===== config.mk =====
export PLATFORM = sky130hd
export DESIGN_NAME = micro_bitos
export DESIGN_NICKNAME = d
export VERILOG_FILES = /design/src/rtl/micro_bitos_pkg.sv /design/src/rtl/micro_bitos_alu.sv /design/src/rtl/micro_bitos.sv
export SDC_FILE = /design/constraint.sdc
export NUM_CORES = 1
export LEC_CHECK = 0
export BUFFER_PORTS_ARGS = -buffer_cell sky130_fd_sc_hd__buf_4
export CAP_MARGIN = 40
export CORE_ASPECT_RATIO = 0.75
export CORE_MARGIN = 2
export CORE_UTILIZATION = 55
export DETAILED_ROUTE_END_ITERATION = 8
export GPL_TIMING_DRIVEN = 0
export PLACE_DENSITY = 0.75
export SYNTH_ARGS = -nofsm -noshare
export SYNTH_HDL_FRONTEND = slang
export SYNTH_HIERARCHICAL = 1
export SYNTH_SLANG_ARGS = --single-unit

===== constraint.sdc =====
create_clock -name clk -period 4.7 [get_ports clk]
set_input_delay 0.47 -clock clk [delete_from_list [all_inputs] [get_ports clk]]
set_output_delay 0.47 -clock clk [all_outputs]
set_load 0.05 [all_outputs]

===== src/rtl/micro_bitos_pkg.sv =====
// Shared definitions for the micro_bitos core: opcodes, MATH and JMP codes,
// instruction field positions and the jump-condition helper.
package micro_bitos_pkg;

  localparam int OP_MSB = 8;
  localparam int OP_LSB = 6;
  localparam int RX_MSB = 5;
  localparam int RX_LSB = 4;
  localparam int RY_MSB = 3;
  localparam int RY_LSB = 2;
  localparam int FN_MSB = 1;
  localparam int FN_LSB = 0;
  localparam int SUB_MSB = 3;
  localparam int SUB_LSB = 0;

  typedef enum logic [2:0] {
    OP_NOP       = 3'b000,
    OP_LOAD      = 3'b001,
    OP_STORE_IMM = 3'b010,
    OP_STORE_IND = 3'b011,
    OP_MOVE      = 3'b100,
    OP_MATH      = 3'b101,
    OP_JMP       = 3'b110,
    OP_NOP_ALT   = 3'b111
  } opcode_e;

  typedef enum logic [3:0] {
    MOP_INC = 4'b0000,
    MOP_DEC = 4'b0001,
    MOP_NOT = 4'b0010,
    MOP_SHL = 4'b0011,
    MOP_SHR = 4'b0100,
    MOP_NEG = 4'b0101,
    MOP_CLR = 4'b0110,
    MOP_ADD = 4'b0111
  } math_op_e;

  typedef enum logic [3:0] {
    COND_Z   = 4'b0001,
    COND_NZ  = 4'b0010,
    COND_C   = 4'b0011,
    COND_NC  = 4'b0100,
    COND_ALW = 4'b1111
  } cond_e;

  function automatic logic cond_met(input logic [3:0] cond, input logic z, input logic c);
    logic met;
    case (cond_e'(cond))
      COND_Z:   met = z;
      COND_NZ:  met = ~z;
      COND_C:   met = c;
      COND_NC:  met = ~c;
      COND_ALW: met = 1'b1;
      default:  met = 1'b0;
    endcase
    return met;
  endfunction

endpackage


===== src/rtl/micro_bitos_alu.sv =====
// Combinational MATH unit. Shift ops exist only when MICROBITOS_SHIFT_EN is
// defined; otherwise they fall into the reserved (no write) group.
module micro_bitos_alu
  import micro_bitos_pkg::*;
(
  input  logic [7:0] rx_i,
  input  logic [7:0] r0_i,
  input  logic [3:0] op_i,
  output logic [7:0] result_o,
  output logic       z_o,
  output logic       c_o,
  output logic       we_o
);

  logic [7:0] result_s;
  logic       c_s;
  logic       we_s;

  // Result, carry and write-enable selection per MATH sub-op
  always_comb begin
    result_s = rx_i;
    c_s      = 1'b0;
    we_s     = 1'b1;
    case (math_op_e'(op_i))
      MOP_INC: {c_s, result_s} = {1'b0, rx_i} + 9'd1;
      MOP_DEC: begin
        result_s = rx_i - 8'd1;
        c_s      = (rx_i == 8'd0);
      end
      MOP_NOT: result_s = ~rx_i;
`ifdef MICROBITOS_SHIFT_EN
      MOP_SHL: begin
        result_s = {rx_i[6:0], 1'b0};
        c_s      = rx_i[7];
      end
      MOP_SHR: begin
        result_s = {1'b0, rx_i[7:1]};
        c_s      = rx_i[0];
      end
`endif
      MOP_NEG: begin
        result_s = 8'd0 - rx_i;
        c_s      = (rx_i != 8'd0);
      end
      MOP_CLR: result_s = 8'd0;
      MOP_ADD: {c_s, result_s} = {1'b0, rx_i} + {1'b0, r0_i};
      default: we_s = 1'b0;
    endcase
  end

  assign result_o = result_s;
  assign z_o      = (result_s == 8'd0);
  assign c_o      = c_s;
  assign we_o     = we_s;

endmodule


===== src/rtl/micro_bitos.sv =====
// micro_bitos: single-cycle 8-bit Harvard core with four registers.
// Optional shifter enabled by defining MICROBITOS_SHIFT_EN.
module micro_bitos
  import micro_bitos_pkg::*;
(
  input  logic       clk,
  input  logic       reset,
  input  logic [8:0] i_Instruccion,
  input  logic [7:0] i_DataIn_Bus,
  output logic       W_R,
  output logic [7:0] o_DataOut_Bus,
  output logic [7:0] o_Address_Instruction_Bus,
  output logic [7:0] o_Address_Data_Bus
);

  logic [7:0] regs_q [4];
  logic [7:0] regs_d [4];
  logic [7:0] pc_q, pc_d;
  logic       z_q, z_d;
  logic       c_q, c_d;

  opcode_e    op_s;
  logic [1:0] rx_idx_s, ry_idx_s, fn_s;
  logic [3:0] sub_s;
  logic [7:0] rx_val_s, ry_val_s;
  logic [7:0] alu_res_s;
  logic       alu_z_s, alu_c_s, alu_we_s;
  logic       wr_s;
  logic [7:0] addr_s, dout_s;

  assign op_s     = opcode_e'(i_Instruccion[OP_MSB:OP_LSB]);
  assign rx_idx_s = i_Instruccion[RX_MSB:RX_LSB];
  assign ry_idx_s = i_Instruccion[RY_MSB:RY_LSB];
  assign fn_s     = i_Instruccion[FN_MSB:FN_LSB];
  assign sub_s    = i_Instruccion[SUB_MSB:SUB_LSB];
  assign rx_val_s = regs_q[rx_idx_s];
  assign ry_val_s = regs_q[ry_idx_s];

  micro_bitos_alu u_alu (
    .rx_i     (rx_val_s),
    .r0_i     (regs_q[0]),
    .op_i     (sub_s),
    .result_o (alu_res_s),
    .z_o      (alu_z_s),
    .c_o      (alu_c_s),
    .we_o     (alu_we_s)
  );

  // Decode: next architectural state and raw bus values
  always_comb begin
    pc_d   = pc_q + 8'd1;
    regs_d = regs_q;
    z_d    = z_q;
    c_d    = c_q;
    wr_s   = 1'b0;
    addr_s = 8'd0;
    dout_s = 8'd0;
    case (op_s)
      OP_LOAD: begin
        if (fn_s[1]) begin
          addr_s = ry_val_s;
        end else begin
          addr_s = {5'd0, ry_idx_s, fn_s[0]};
        end
        regs_d[rx_idx_s] = i_DataIn_Bus;
      end
      OP_STORE_IMM: begin
        addr_s = {4'd0, sub_s};
        dout_s = rx_val_s;
        wr_s   = 1'b1;
      end
      OP_STORE_IND: begin
        addr_s = rx_val_s;
        dout_s = ry_val_s;
        wr_s   = 1'b1;
      end
      OP_MOVE: regs_d[rx_idx_s] = ry_val_s;
      OP_MATH: begin
        if (alu_we_s) begin
          regs_d[rx_idx_s] = alu_res_s;
          z_d              = alu_z_s;
          c_d              = alu_c_s;
        end else begin
          z_d = z_q;
        end
      end
      OP_JMP: begin
        if (cond_met(sub_s, z_q, c_q)) begin
          pc_d = rx_val_s;
        end else begin
          pc_d = pc_q + 8'd1;
        end
      end
      default: pc_d = pc_q + 8'd1;
    endcase
  end

  // Buses are forced quiet while reset is held, independent of the fetched word
  always_comb begin
    if (!reset) begin
      W_R                = 1'b0;
      o_DataOut_Bus      = 8'd0;
      o_Address_Data_Bus = 8'd0;
    end else begin
      W_R                = wr_s;
      o_DataOut_Bus      = dout_s;
      o_Address_Data_Bus = addr_s;
    end
  end

  assign o_Address_Instruction_Bus = pc_q;

  // Architectural state register
  always_ff @(posedge clk or negedge reset) begin
    if (!reset) begin
      pc_q <= 8'd0;
      z_q  <= 1'b0;
      c_q  <= 1'b0;
      for (int i = 0; i < 4; i++) begin
        regs_q[i] <= 8'd0;
      end
    end else begin
      pc_q   <= pc_d;
      z_q    <= z_d;
      c_q    <= c_d;
      regs_q <= regs_d;
    end
  end

endmodule


==> results.md, run 1 <==
* Minimum clock period at about 4.4 ns
* Async set-or-reset flop fraction in the synthesized netlist at 1.00
* Yosys cell types at 69
* Fraction of layout cells with a size suffix above 1 at 0.182
* GR Layer Usage met1 at 0.525
* M2 GR Usage at 0.503
* ANT nets after route at 0
* Hold buffer count at CTS at 0
* Cell row count at 28
* First-pass GRT wire length at 25.0 mm
* Peak VDD IR at 468 uV
* IO buf count at 41
* Hold Violations, Final at 0
* Post-DP HPWL at 12.0 mm
* Seq/Total Area, Yosys at 0.230
* Post-synth EDFFs at 0
* I/O pin cnt at 44
* Cell count after synthesis at 523
* Num CTS Buffers at 5
* H-tree levels at 2
* First drt pass iteration count at 5
* Synth area leader: dfrtp_1
* Synth Cell Area at between 4000 and 5000 sq um
* GR Util All Layers at 0.358
* GP Congestion at around 1
* Nature of the critical path startpoint: input port
* Reg area at 1050 sq um
* Grt peak-use layer: met1
* Final Util at 0.638
* Drt drc at 0
* Antenna violations before repair at 0
* Critical path, cell by cell: buf_6, clkbuf_1, mux4_2, inv_1, fa_1, xnor2_1, a221o_1, o32a_1, a2111oi_0, o211ai_1, nor4_2, mux2_2
* CTS tree: yes
* FMAX at 226 MHz
* Synth top area share at 0.230
* Clock root cell: clkbuf_8
* Worst Hold Class: in -> async
* Tot Pwr at about 1.9 mW
* Buffers & Inverters on Critical Path at 3
* Worst Path Max Fanout at 13
* Pin count of the biggest net entering global routing at 45
* CP max-delay cell: a2111oi_0
* # setup viols final at 0
* Nets@finish at 603
* Congestion Overflow GR at 0
* Clk_skew at 0.00929 ns
* Clk sink count at 42
* Wire per inst at 23.7 um
* GR Util met3 at 0.113
* Crit path largest cell delay at a little over 0.7 ns
* Crit end category: flop
* Max transition margin at 0.379
* Via density at between 7 and 8
* CP top delay family: compound AO/OA/AOI/OAI gates
* Static leakage at 2.10 nW
* Filler cell count at between 600 and 700
* Post-Synthesis Net Count at 554
* Die area at 9060 sq um
* Die extent in x at 109 um
* Post-synth top flop: dfrtp_1
* Post-CTS setup repair buffer count at 0
* Initial drt markers at about 690
* Max-Cap Viols at 0
* Core Region at 7990 sq um
* Synthesis-to-layout area growth at 11.6%
* Initial cell density of the core at 0.572
* Via count at 4,959
* CTS clk-pin slew, worst paths at 0.09 ns
* Synthesis warning total at 6
* Top-count cell post-synth: dfrtp_1
* Buffers from clock root to sink, at most at 2
* Number of synthesized register bits at between 40 and 50
* CP required at about 5 ns
* Routed WL at 16.1 mm
* Clk Latency, worst-skew pair at 0.31 ns
* Status: complete, no violations
* Ant. Diodes at 0
* Critical Path AT at 4.68 ns
* Die extent in y at approximately 83 um
* Top cells by area, synth: dfrtp_1, mux4_2, a22o_1, a211oi_1, o22ai_1
* Area of the multi-input gates at about 3200 sq um
* Resized Gates After CTS at 0
* TNS Setup at 0 ns
* Unrepaired setup endpoints after global routing: no
* Syn_area_per_cell at between 8 and 9 sq um
* Slew Limit Fails at 0
* Worst setup path class: in -> reg
* Vias in the first global route at 4,683
* Worst Tran Pin Value at 0.932 ns
* Post-synth top cells: dfrtp_1, nand2_1, a22o_1
* Post-route clock period utilization at 0.941
* PwrDens at around 370 nW/um^2
-- cell families after synthesis --
group	after synthesis	share of synthesized area
AO/OA/AOI/OAI	198	0.309
AND/OR/NAND/NOR	154	0.196
buffers and inverters	60	0.0600
flip-flops	42	0.230
multiplexers	41	0.137
XOR/XNOR	16	0.0337
adder cells (fa/ha/maj)	12	0.0345
-- final timing paths --
kind | from | endpoint | slack, ns | cells past startpoint
max | i_Instruccion[5] | z_q | 0.28 | 12
min | reset | asynchronous set/reset pin | 0.15 | 1
max reg2reg | flop | flop | 0.42 | 13
min reg2reg | z_q | z_q | 0.53 | 1
max in group asynchronous | reset | asynchronous set/reset pin | 4.14 | 1
min in group clk | z_q | z_q | 0.53 | 1
-- stage by stage --
step	hold WS, ns	area, sq um	std cells	setup slack [ns]
finish	0.152	5100	678	0.278
global route	0.188	5100	678	0.170
CTS	0.171	5100	678	0.427
detailed placement	0.511	5010	670	0.114
global placement	0.504	5010	669	0.154
floorplan	0.174	4570	523	0.806
-- cell type report --
type | count | share of cell area
Clock inverter | 2 | 0.00270
Multi-Input combinational cell | 421 | 0.636
Clock buffer | 6 | 0.0142
Buffer | 44 | 0.0420
Tap cell | 105 | 0.0258
Inverter | 16 | 0.0118
Timing Repair Buffer | 42 | 0.0614
Sequential cell | 42 | 0.206
-- power breakdown --
group          leakage [nW]  switching [mW]  total, mW  internal [mW]
clock network        0.0452           0.143      0.249          0.105
logic                  1.53           0.626       1.06          0.432
registers             0.523           0.117      0.571          0.454
total                  2.10           0.886       1.88          0.992
-- worst reg2reg max path, cell delays in order (launching register included) --
cell	delay [ns]
dfrtp_1	0.45
mux4_2	0.62
clkbuf_1	0.26
inv_1	0.13
ha_1	0.19
or3b_1	0.41
xnor2_1	0.16
a21bo_2	0.23
a2111oi_0	0.69
nor2_1	0.27
and3b_1	0.24
a211oi_1	0.20
o22ai_1	0.11
a22o_1	0.21
-- layer usage --
| metal | up-vias | part of all wire |
|---|---|---|
| met1 | 2352 | 0.42 |
| li1 | 2158 | - |
| met5 | - | 0 |
| met4 | 0 | 0.018 |
| met3 | 39 | 0.15 |
| met2 | 410 | 0.42 |
-- cells in the final DEF, fill, tap and decap left out, types with 12 or more instances in the layout --
cell and count:
mux4_2 16, mux2i_1 14, a21oi_1 30, o21ai_0 21
a22o_1 32, and3_1 16, nand3_1 13, xnor2_1 12
nor2_1 18, inv_1 16, buf_4 41, dfrtp_1 42
nand2_1 37, a211oi_1 25, clkbuf_1 28, o22ai_1 28
No activity file was read; power rests on OpenSTA's default activity.
==> run 2, diff against run 1 <==
- ABC_AREA: not set -> 1
- PLACE_DENSITY: 0.75 -> 0.74
==> run 2 against run 1 <==
Net effect: non-clock buffer count is 9 lower; largest power group unchanged; routed wire length increased by 27%; combinational power grew 25%; highest routed layer unchanged; via count up 41%.
==> results.md, run 2 <==
* Status: complete, no violations
* PwrDens at between 400 and 500 nW/um^2
* Most frequent cells in the layout: nand2_1, nand3_1, a21oi_1
* Synthesis-to-layout area growth at 12.1%
* Area of the multi-input gates at 3710 sq um
* Congestion Overflow GR at 0
* IO buf count at 42
* M1 wire length at 8.27 mm
* Largest family of logic cells by synthesized area: simple AND/OR/NAND/NOR gates
* Synth Area in Compound Gates at 0.112
* H-tree levels at 2
* Wire per inst at ~18 um
* Peak VDD IR at ~180 uV
* Reg area at between 1000 and 1500 sq um
* CTS clk-pin slew, worst paths at 0.07 ns
* Die area at 10,300 sq um
* Buffers from clock root to sink, at most at 2
* Post-CTS setup repair buffer count at 0
* Die extent in y at just under 90 um
* Number of synthesized register bits at between 40 and 50
* GR Util All Layers at 0.402
* Final Util at 0.639
* Max transition margin at 0.526
* Hold Violations, Final at 0
* Ant. Diodes at 0
* First-pass GRT wire length at 31.7 mm
* Initial cell density of the core at 0.570
* Async set-or-reset flop fraction in the synthesized netlist at 1.00
* CTS tree: yes
* Filler cell count at just under 900
* Worst Hold Class: in -> async
* Vias in the first global route at 6,319
* Via density at between 6 and 7
* Most common cell after layout, fill and taps aside: nand2_1
* Met3 wire len at 3.10 mm
* Post-DP HPWL at 15.4 mm
* FMAX at 259 MHz
* Seq/Total Area, Yosys at 0.202
* Xor/xnor share of the synthesized area at 0.00674
* Worst Path Max Fanout at 10
* Max-Cap Viols at 0
* Die extent in x at 116 um
* Post-Synthesis Net Count at 981
* FF-to-FF setup slack at 1.19 ns
* Highest Signal Layer: met4
* Post-synth EDFFs at 0
* Yosys cell types at 36
* Top-count cell post-synth: nand2_1
* Initial drt markers at between 1,000 and 1,500
* Multiplexer share of the synthesized area at 0
* Antenna violations before repair at 0
* WL met2 at 8.47 mm
* CP required at 4.88 ns
* Post-synth top flop: dfrtp_1
* Clk sink count at 42
* Minimum clock period at 3.86 ns
* R2R cell count at 18
* Post-Synth Simple-Gate Area at 0.564
* Tot Pwr at 2.35 mW
* Final cell count without fillers at 1,128
* Synth Cell Area at approximately 5200 sq um
* Pin count of the biggest net entering global routing at 48
* Drt drc at 0
* Synth area leader: nand2_1
* Synth top area share at 0.310
* Unrepaired setup endpoints after global routing: no
* Slew Limit Fails at 0
* Clk Latency, worst-skew pair at 0.30 ns
* Static leakage at 3.14 nW
* Critical Path AT at 4.05 ns
* Crit end category: flop
* Clk_skew at 0.00752 ns
* Top cells by area, synth: nand2_1, dfrtp_1, nand3_1, a21oi_1, nor2_1
* Adder-Cell Fraction of Synth Area at 0.0303
* Worst setup path class: in -> reg
* Post-route clock period utilization at 0.821
* Cell count after synthesis at 950
* Worst Tran Pin Value at between 0.7 and 0.8 ns
* Synthesis warning total at 6
* Cell row count at 30
* Via count at 6,999
* GP Congestion at 0.957
* Fraction of layout cells with a size suffix above 1 at 0.119
* Nets@finish at 1,030
* Nature of the critical path startpoint: input port
* I/O pin cnt at between 40 and 50
* Hold buffer count at CTS at 0
* Post-synth top cells: nand2_1, nand3_1, a21oi_1
* Placed cells at around 1,100
* Syn_area_per_cell at 5.47 sq um
* # setup viols final at 0
* TNS Setup at 0 ns
* Routed WL at between 20 and 25 mm
* Clock root cell: clkbuf_16
* First drt pass iteration count at 6
* Resized Gates After CTS at 0
* ANT nets after route at 0
* Num CTS Buffers at 5
* Core Region at 9120 sq um
[run 2: cell families (layout without fill, tap and decap cells)]
kind of cell,count (synthesis),after routing
AO/OA/AOI/OAI,115,115
flip-flops,42,42
XOR/XNOR,4,4
buffers and inverters,100,150
adder cells (fa/ha/maj),12,12
AND/OR/NAND/NOR,677,677
[run 2: how the worst max path moves through the flow]
stage / slack (ns) / endpoint / start
finish: 0.84 / flop / i_Instruccion[5]
global route: 0.76 / flop / i_Instruccion[5]
CTS: 1.15 / flop / i_Instruccion[5]
detailed placement: 0.86 / flop / i_Instruccion[5]
global placement: 0.89 / flop / i_Instruccion[5]
floorplan: 1.85 / flop / i_Instruccion[5]
[run 2: routing by layer]
metal,vias up,track usage
li1,3178,-
met1,3168,0.572
met2,591,0.594
met3,62,0.0986
met4,0,0.143
met5,-,0
[run 2: per-stage QoR]
| stage | area (sq um) | hold WS [ns] | worst slack, ns |
|---|---|---|---|
| final | 5830 | 0.183 | 0.839 |
| after global routing | 5830 | 0.236 | 0.758 |
| after CTS | 5830 | 0.221 | 1.15 |
| after detailed placement | 5680 | 0.518 | 0.857 |
| after global placement | 5680 | 0.494 | 0.886 |
| after floorplan | 5200 | 0.174 | 1.85 |
[run 2: cell type report]
cell class	count	share of cell area
plain buffers	35	0.0337
repair buffers	42	0.0541
multi-input cells	808	0.636
well taps	128	0.0275
flip-flops and latches	42	0.180
clock inverters	2	0.00215
inverters	65	0.0423
clock buffers	6	0.0238
[run 2: worst max-delay path, cell delays in order]
cell	delay, ns
buf_4	0.12
buf_4	0.20
nor2_2	0.11
buf_2	0.22
nand2_1	0.08
nand4_1	0.57
ha_1	0.64
nand2_1	0.09
nor2_1	0.10
nand3_1	0.10
nand2_1	0.09
nand2_1	0.06
nand3_1	0.07
nand2_1	0.06
o21ai_1	0.35
inv_1	0.22
nand3_1	0.14
nand2_1	0.06
nand2_1	0.05
nand2_1	0.05
nor2_1	0.11
a21oi_1	0.08
[run 2: report_power, final]
group / switching (mW) / total, mW / internal, mW / leakage (nW)
Combinational: 0.906 / 1.32 / 0.419 / 2.59
Sequential: 0.170 / 0.649 / 0.478 / 0.480
Clock: 0.169 / 0.380 / 0.211 / 0.0729
==> run 3, diff against run 2 <==
- ABC_AREA: 1 -> 0
- PLACE_DENSITY: 0.74 -> 0.78
- clock period: 4.7 -> 3.2 ns (I/O delays scaled with it)
==> run 3 against run 2 <==
Net effect: the flow now finishes with violations (setup timing); global-route usage is 3.6 points lower; core utilization rose by 6.0 points; highest routed layer unchanged; register-to-register slack worse by 1.5 ns; non-clock buffer count is 39 higher; via count shrank 25%; critical path depth is 9 lower; power is 31% higher; final cell count fell by 37%; clock skew decreased by 0.00066 ns; largest cell class unchanged; worst setup slack worse by 1.2 ns.
==> results.md, run 3 (synthesis results as in run 1) <==
* Hold Violations, Final at 0
* Slew Limit Fails at 0
* Status: finished, violations left
* Critical path, cell by cell: mux4_2, buf_4, ha_4, inv_2, fa_2, or4bb_1, o2111ai_2, o41a_1, a21o_1, and3b_1, a211oi_1, o22ai_1, a22o_1
* Die extent in x at between 100 and 150 um
* Pin count of the biggest net entering global routing at 45
* Die extent in y at 82.9 um
* IO buf count at 41
* Congestion Overflow GR at 0
* CTS clk-pin slew, worst paths at 0.09 ns
* Routed WL at 17.0 mm
* Post-DP HPWL at 12.1 mm
* Buffers from clock root to sink, at most at 2
* Tot Pwr at 3.08 mW
* Design area at 5580 sq um
* FMAX at 281 MHz
* Most frequent cells in the layout: buf_4, dfrtp_1, nand2_1
* Int Pwr at 1.66 mW
* CP top delay family: compound AO/OA/AOI/OAI gates
* Static leakage at 2.31 nW
* CTS tree: yes
* Power share of the clock group at 0.118
* Ant. Diodes at 0
* Clk Latency, worst-skew pair at 0.31 ns
* CP max-delay cell: mux4_2
* Clock root cell: clkbuf_8
* Initial drt markers at 790
* Core Region at roughly 8000 sq um
* Minimum clock period at ~3.6 ns
* Unrepaired setup endpoints after global routing: yes
* Clk sink count at 42
* First drt pass iteration count at 5
* PwrDens at roughly 550 nW/um^2
* Worst setup path class: reg -> reg
* Worst Tran Pin Value at 0.907 ns
* Worst Path Max Fanout at 4
* Crit end category: flop
* GR Util All Layers at 0.366
* Cell row count at 28
* Pre-CTS setup slack at -0.970 ns
* Via count at 5,261
* WHS at just over 0.009 ns
* Via density at 7.43
* Sw Share at 0.463
* Max-Cap Viols at 0
* Drt drc at 0
* Placed instance area at 5080 sq um
* Sequential power share at 0.271
* Initial cell density of the core at 0.572
* I/O pin cnt at 44
* Sw Pwr at 1.43 mW
* Buffers & Inverters on Critical Path at 2
* GP Congestion at 0.967
* # setup viols final at 26
* Nature of the critical path startpoint: flop
* Num CTS Buffers at 5
* Die area at 9060 sq um
* Vias in the first global route at 4,885
* Nets@finish at about 630
* First-pass GRT wire length at 26.0 mm
* Peak VDD IR at 489 uV
* Filler cell count at 646
* Worst Hold Class: in -> async
* Critical Path AT at 3.80 ns
* Most common cell after layout, fill and taps aside: buf_4
* Post-route clock period utilization at 1.11
* Max transition margin at 0.393
* Setup ws final at -0.356 ns
* Fraction of layout cells with a size suffix above 1 at 0.285
* Synthesis-to-layout area growth at 22.3%
* Failing checks: setup timing
* ANT nets after route at 0
* Combinational share of power at 0.610
* CP required at approximately 3.4 ns
* H-tree levels at 2
* Antenna violations before repair at 0
* Crit path largest cell delay at 0.56 ns
* Wire per inst at 24.1 um
* Clk_skew at approximately 0.0069 ns
-- run 3: cell count changes in the layout (fill, tap and decap cells not counted), moves of 18 or more --
cell,delta
nor2_1,-51
o22ai_1,+28
inv_1,-37
buf_4,+20
a211oi_1,+18
a22o_1,+32
a21oi_1,-55
nand3_1,-120
clkbuf_1,+21
nand2_1,-392
-- run 3: routing by layer --
| layer | part of all wire | GRT usage |
|---|---|---|
| met3 | 0.15 | 0.0738 |
| met2 | 0.42 | 0.524 |
| met1 | 0.40 | 0.558 |
| met4 | 0.024 | 0.0955 |
| met5 | 0 | 0 |
-- run 3: area by class of cell --
cell class / instances / area (sq um) / share of cell area
buffer: 44 / 254 / 0.0455
timing repair buffer: 72 / 542 / 0.0970
clock inverter: 2 / 13.8 / 0.00246
multi-input combinational: 421 / 3450 / 0.618
inverter: 16 / 65.1 / 0.0117
sequential: 42 / 1050 / 0.189
tap: 105 / 131 / 0.0235
clock buffer: 6 / 72.6 / 0.0130
-- run 3: path summary, 6_finish.rpt --
| path | start | endpoint | slack [ns] | depth (start not counted) |
|---|---|---|---|---|
| min in group clk | i_DataIn_Bus[5] | flop | 0.38 | 4 |
| worst min-delay path | reset | o_Address_Instruction_Bus[5] | 0.009 | 1 |
| worst max register to register | flop | flop | -0.36 | 13 |
| max in group asynchronous | reset | asynchronous set/reset pin | 2.75 | 1 |
| worst max-delay path | flop | flop | -0.36 | 13 |
| worst min register to register | z_q | z_q | 0.53 | 1 |
-- run 3: power groups by stage --
| stage | Clock (mW) | Sequential, mW | Combinational [mW] |
|---|---|---|---|
| after detailed placement | 0 | 0.842 | 1.55 |
| final | 0.365 | 0.837 | 1.88 |
| after global placement | 0 | 0.830 | 1.52 |
| after CTS | 0.366 | 0.825 | 1.74 |
| after global routing | 0.395 | 0.848 | 1.98 |
| after floorplan | 0 | 0.958 | 1.00 |
-- run 3: what timing repair did --
action | CTS | global route
endpoints found under the setup margin | 28 | 28
resized for setup | 29 | 20
pin swaps | 14 | 10
hold buffers | 0 | 0
setup buffers | 21 | 9
-- run 3: worst reg2reg max path, stage by stage, from the launching register on --
cell	delay, ns
dfrtp_1	0.44
mux4_2	0.56
buf_4	0.19
ha_4	0.17
inv_2	0.05
fa_2	0.42
or4bb_1	0.50
o2111ai_2	0.10
o41a_1	0.25
a21o_1	0.19
and3b_1	0.19
a211oi_1	0.07
o22ai_1	0.19
a22o_1	0.17
-- run 3: per-stage QoR --
| step | utilization | setup TNS, ns | std cells |
|---|---|---|---|
| detailed placement | 0.636 | -10.79 | 670 |
| floorplan | - | -1.24 | 523 |
| global route | 0.699 | -5.31 | 708 |
| global placement | 0.635 | -10.36 | 669 |
| finish | 0.699 | -4.33 | 708 |
| CTS | 0.682 | -3.06 | 699 |
